`src/rtl/dram_port_arbiter.sv`:
```
// Shares the single data-RAM port between the CPU (port 0) and the debug/DMA loader (port 1).
// Each access is a REQ/GNT/ACK handshake; the winner is chosen by round-robin or fixed CPU priority.
module dram_port_arbiter #(
  parameter int AW       = 8,
  parameter int DW       = 8,
  parameter int READ_LAT = 1,
  parameter int CPU_PRIO = 0
) (
  input  logic          CLK,
  input  logic          RESET,
  input  logic          REQ0,
  input  logic          WE0,
  input  logic [AW-1:0] ADDR0,
  input  logic [DW-1:0] WDATA0,
  output logic          GNT0,
  output logic          ACK0,
  input  logic          REQ1,
  input  logic          WE1,
  input  logic [AW-1:0] ADDR1,
  input  logic [DW-1:0] WDATA1,
  output logic          GNT1,
  output logic          ACK1,
  output logic [DW-1:0] RDATA,
  output logic [AW-1:0] MADDR,
  output logic [DW-1:0] MDATA,
  output logic          MW,
  input  logic [DW-1:0] MQ,
  output logic          BUSY
);
  localparam int CW = 3;

  typedef enum logic [1:0] {IDLE, ACCESS, DONE} state_t;

  state_t        state_q, state_d;
  logic          win_q, we_q, ptr_q;
  logic [AW-1:0] addr_q;
  logic [DW-1:0] wdata_q, rdata_q;
  logic [CW-1:0] cnt_q;
  logic          req_any, pick, pick_we, last;

  assign req_any = REQ0 | REQ1;
  // On a tie, fixed priority favours the CPU; otherwise the round-robin pointer decides.
  assign pick    = (REQ0 & REQ1) ? ((CPU_PRIO != 0) ? 1'b0 : ptr_q) : REQ1;
  assign pick_we = pick ? WE1 : WE0;
  assign last    = (cnt_q == CW'(1));

  always_ff @(posedge CLK or negedge RESET) begin
    if (!RESET) state_q <= IDLE;
    else        state_q <= state_d;
  end

  always_comb begin
    state_d = state_q;
    case (state_q)
      IDLE:    if (req_any) state_d = ACCESS;
      ACCESS:  if (last)    state_d = DONE;
      DONE:    state_d = IDLE;
      default: state_d = IDLE;
    endcase
  end

  // Request fields are latched at the win so a requester misbehaving mid-access cannot corrupt it.
  always_ff @(posedge CLK or negedge RESET) begin
    if (!RESET) begin
      win_q   <= 1'b0;
      we_q    <= 1'b0;
      ptr_q   <= 1'b0;
      addr_q  <= '0;
      wdata_q <= '0;
      rdata_q <= '0;
      cnt_q   <= '0;
    end else if (state_q == IDLE && req_any) begin
      win_q   <= pick;
      we_q    <= pick_we;
      addr_q  <= pick ? ADDR1 : ADDR0;
      wdata_q <= pick ? WDATA1 : WDATA0;
      cnt_q   <= pick_we ? CW'(1) : CW'(READ_LAT);
    end else if (state_q == ACCESS) begin
      cnt_q <= cnt_q - CW'(1);
      if (last) begin
        if (!we_q) rdata_q <= MQ;
        ptr_q <= ~win_q;
      end
    end
  end

  always_comb begin
    GNT0 = (state_q == ACCESS) & ~win_q;
    GNT1 = (state_q == ACCESS) &  win_q;
    ACK0 = (state_q == DONE)   & ~win_q;
    ACK1 = (state_q == DONE)   &  win_q;
    MW   = (state_q == ACCESS) &  we_q;
    BUSY = (state_q != IDLE);
  end

  assign MADDR = addr_q;
  assign MDATA = wdata_q;
  assign RDATA = rdata_q;
endmodule

```
`config.mk`:
```
export PLATFORM = sky130hd
export DESIGN_NAME = dram_port_arbiter
export DESIGN_NICKNAME = d
export VERILOG_FILES = /design/src/rtl/dram_port_arbiter.sv
export SDC_FILE = /design/constraint.sdc
export NUM_CORES = 1
export LEC_CHECK = 0
export ABC_AREA = 1
export CAP_MARGIN = 20
export CORE_ASPECT_RATIO = 1.75
export CORE_MARGIN = 2
export CORE_UTILIZATION = 45
export DETAILED_ROUTE_END_ITERATION = 12
export GPL_TIMING_DRIVEN = 0
export PLACE_DENSITY = 0.87
export SYNTH_ARGS = -nofsm -noshare
export SYNTH_HDL_FRONTEND = slang
export SYNTH_SLANG_ARGS = --single-unit
```
`constraint.sdc`:
```
create_clock -name CLK -period 2.1 [get_ports CLK]
set_input_delay 0.42 -clock CLK [delete_from_list [all_inputs] [get_ports CLK]]
set_output_delay 0.42 -clock CLK [all_outputs]
set_load 0.02 [all_outputs]
```
After elaboration in Yosys (flattened, before gate mapping) --
Index checks and enable logic that the tools add are counted.
Word-level totals: register bits after elaboration 32, latch bits 0, RAM bits 0, memory bits (read-only) 0, input port bits 46, output and inout port bits 30, logic and storage cells 40, memories kept 0
Cells by class: add/sub/neg operators 1, multipliers 0, div/mod/pow operators 0, order comparisons 0, equal/unequal tests 5, shifts and indexed selects 0, multiplexer cells 9, bitwise operators 10, reduce and logical (&&, ||, !) cells 7
Operators by type and width (number):
- $mux 8 | 2
- $and 1x1->1 | 6
- $mux 3 | 2
- $mux 2 | 2
- $ne 2x2->1 const B | 2
- $pmux 2 s2 | 1
- $reduce_and 4->1 | 1
- $reduce_bool 2->1 | 2
- $eq 3x1->1 const B | 1
- $not 1->1 | 3
- $reduce_and 3->1 | 1
- $sub 3x1->3 const B | 1
- $eq 2x1->1 const B | 1
- $eq 2x2->1 const B | 1
- $logic_not 2->1 | 1
- $mux 1 | 2
- $reduce_and 2->1 | 1
- $logic_and 1x1->1 | 1
- $or 1x1->1 | 1

Logic depth before layout (Yosys ltp) --
depth in word-level cells 4, depth in mapped cells 7, gate-level depth less buffers 7

Worst setup path after synthesis --
Ideal clock, no wire load.
path type register to output, start register state_q[1], end output port ACK1, arrival 958 ps, data required time 1680 ps, slack 722 ps, cell stages (with the launch flop) 3, buffers on the path 0, path through dfrtp_1 > inv_2 > nor3_1
On the way: longest elaborated chain between the ends 2
Ends and longest elaborated chain:
- from (decl) | RTL line 34 | state_t state_q, state_d;
- from (signal assigned) | RTL line 49 | else state_q <= state_d;
- $eq 2x2->1 | RTL line 91 | ACK1 = (state_q == DONE) & win_q;
- $and 1x1->1 | RTL line 91
- to (decl) | RTL line 22 | output logic ACK1,
No other way between the ends.

Final worst setup path --
start register state_q[0], end output port BUSY
On the way: longest elaborated chain between the ends 1
Ends and longest elaborated chain:
- $reduce_bool 2->1 | RTL line 93 | BUSY = (state_q != IDLE);
- to (decl) | RTL line 28 | output logic BUSY
No other way between the ends.

==> out/results.ini <==
[logic_synthesis]
yosysWarnings=0
netlist.area_leader.share_pct=46.5
synth_seq_cells=32
yosysTopAreaCell=dfrtp_1
synth.most_common_cell=nand2_1
synth_fp_nets=274
netlist_top_cells_area=dfrtp_1 (46%), nand2_1 (14%), inv_1 (11%)
synth_flop_cell=dfrtp_1
ys_types=18
synthTopCellsByCount=nand2_1 (66), inv_1 (49), nand3_1 (36)
async_reset_ff_share_pct=100
synth_cells=226
netlist_area_um2=1720
syn_area_per_cell_um2=7.62
yosysSeqAreaShare_pct=46.5
synth-edff-count=0

[status]
status=complete, no violations

[sta]
finalCritPeriodShare_pct=90.6
fin_worst_skew_ns=0.00494
fin_setup_tns_ns=0
drv_slew=0
fmax_mhz=525
fin_crit_ns=1.90
hold_viol_final=0
setup_viol=0
relSlewSlack_pct=52.2
rsz0062_at_grt=false
worst_pin_slew_ns=0.717
timing.hold.ws_ns=0.190

[power]
combPwrFrac_pct=54.9
clkPwrFrac_pct=13.5
p_total_mw=3.56
peakVddDrop_mv=1.03
cellLeakagePower_nw=1.42
internal_power_mw=2.06
sequentialPowerShare_pct=31.6
power.density_nw_per_um2=1360
switching_share_pct=42.1
switchingPower_mw=1.50

[route]
drt_iter0_drc=54
drc_errors=0
vias=1663
vias_per_cell=4.68
ant_nets=0
routedWlPerCell_um=12.2
drtPass1Iterations=4
drt-total-wl_um=4320

[critical_path]
cp.arrival_ns=1.48
r2r_setup_slack_ns=0.87
timing.rr.start=cnt_q[1]
reg2reg_to=ptr_q
path_class=reg -> out
reg2reg_depth=7
path_max_fanout=5
worstSetupEndpointType=primary output
cp-start-kind=flop
required_ns=1.68

[layout]
nNetsFinal=356
area_delta_synth_final_pct=51.9
stdcell_count=355
drive_gt1_share_pct=11.0
diodes=0
final_util_pct=71.4
fill_cells=297

[place]
io_buffer_count=75
gp_congestion=0.776
dp.cells=347
dp_hpwl_um=3280

[clocking]
tritoncts=built
post_cts.repair.setup_buffers=0
numCtsBuffers=5
insertion_delay_ns=0.28
clockBufferDepth=2
cts.sinks=32
cts-htree-levels=2
clockRootBuffer=clkbuf_8
clkSlewWorstSetupHoldPaths_ns=0.06

[global_route]
grt_first_pass_wirelength_um=7340
grt_util_all_layers_pct=22.2
grt_pass1_vias=1651
antenna_found_initial=0
grt_overflow=0
grt_max_degree=33

[floorplan]
fp.dieW_um=50.8
io_pins=76
core_area_um2=3660
fp.dieH_um=85.9
start_util_pct=47.0
dieArea_um2=4360
std_cell_rows=29

[min_path]
hold_path_class=in -> async

[flow_run]
drv_cap=0

[layer usage]
metal,part of all wire (%),GRT usage (%),vias up
met5,0,0,-
met4,2.4,9.09,0
met3,4.6,4.88,8
met2,55,41.0,53
met1,38,23.7,759
li1,-,-,843
[repair_timing]
action | 4_1_cts | 5_1_grt
hold buffers | 0 | 0
endpoints found under the setup margin | 3 | 2
resized for setup | 3 | 2
pin swaps | 0 | 0
[cells in the final DEF, fill, tap and decap left out]
| cell | instances |
|---|---|
| ha_1 | 2 |
| nor3_1 | 2 |
| xor2_1 | 1 |
| nand2_1 | 66 |
| nand3_1 | 36 |
| clkdlybuf4s50_1 | 69 |
| nor2_1 | 7 |
| o22ai_1 | 1 |
| dlymetal6s2s_1 | 2 |
| nand2_2 | 5 |
| nand3_4 | 1 |
| inv_1 | 49 |
| buf_4 | 1 |
| clkbuf_1 | 2 |
| inv_2 | 2 |
| dlygate4sd2_1 | 3 |
| o21ai_2 | 9 |
| o21ai_0 | 3 |
| nor2_4 | 2 |
| dfrtp_1 | 32 |
| clkbuf_8 | 6 |
| buf_6 | 3 |
| buf_2 | 5 |
[layout make-up]
class | instances | area (um2) | area share, %
Timing Repair Buffer | 75 | 747 | 28.5
Buffer | 8 | 61.3 | 2.34
Tap cell | 46 | 57.6 | 2.20
Clock buffer | 8 | 90.1 | 3.44
Multi-Input combinational cell | 135 | 669 | 25.6
Sequential cell | 32 | 801 | 30.6
Inverter | 51 | 191 | 7.31
[critical path, cell delays in order, from the launching register on]
cell and delay [ns]:
dfrtp_1 0.42, inv_2 0.08, nand2_2 0.09, clkdlybuf4s50_1 0.61
[power by group through the flow]
| stage | sequential, mW | combinational [mW] | clock, mW |
|---|---|---|---|
| detailed placement | 1.12 | 2.00 | 0 |
| global route | 1.16 | 2.14 | 0.530 |
| CTS | 1.12 | 1.98 | 0.500 |
| global placement | 1.11 | 1.95 | 0 |
| floorplan | 1.38 | 0.874 | 0 |
| finish | 1.12 | 1.95 | 0.480 |
[stage by stage]
step                      worst slack (ns)  instance area, um2
after global placement             -0.0147                2530
final                                0.197                2620
after CTS                           0.0641                2610
after detailed placement             0.214                2530
after floorplan                      0.722                1720
after global routing                0.0985                2620
[sequential cells by signal, indices dropped and copies added (netlist names)]
register and count:
ptr_q 1, we_q 1, MADDR 8, win_q 1, MDATA 8, RDATA 8, cnt_q 3, state_q 2
[worst max-delay path by stage]
stage	start	to	slack, ns	depth (start not counted)
after floorplan	state_q[1]	ACK1	0.72	2
after global placement	RESET	MDATA[7]	-0.01	1
after detailed placement	state_q[1]	MW	0.21	4
after CTS	state_q[1]	ACK1	0.06	3
after global routing	state_q[1]	MW	0.1	4
final	state_q[0]	BUSY	0.20	3
[logic make-up (layout without fill, tap and decap cells)]
group	Yosys count	after routing	synth area share, %
xor+xnor	1	1	0.508
flops	32	32	46.5
fa+ha+maj	2	2	1.45
simple gates	119	119	31.1
compound gates	13	13	5.81
buf+inv	59	142	14.7
No activity file was read; power rests on OpenSTA's default activity.
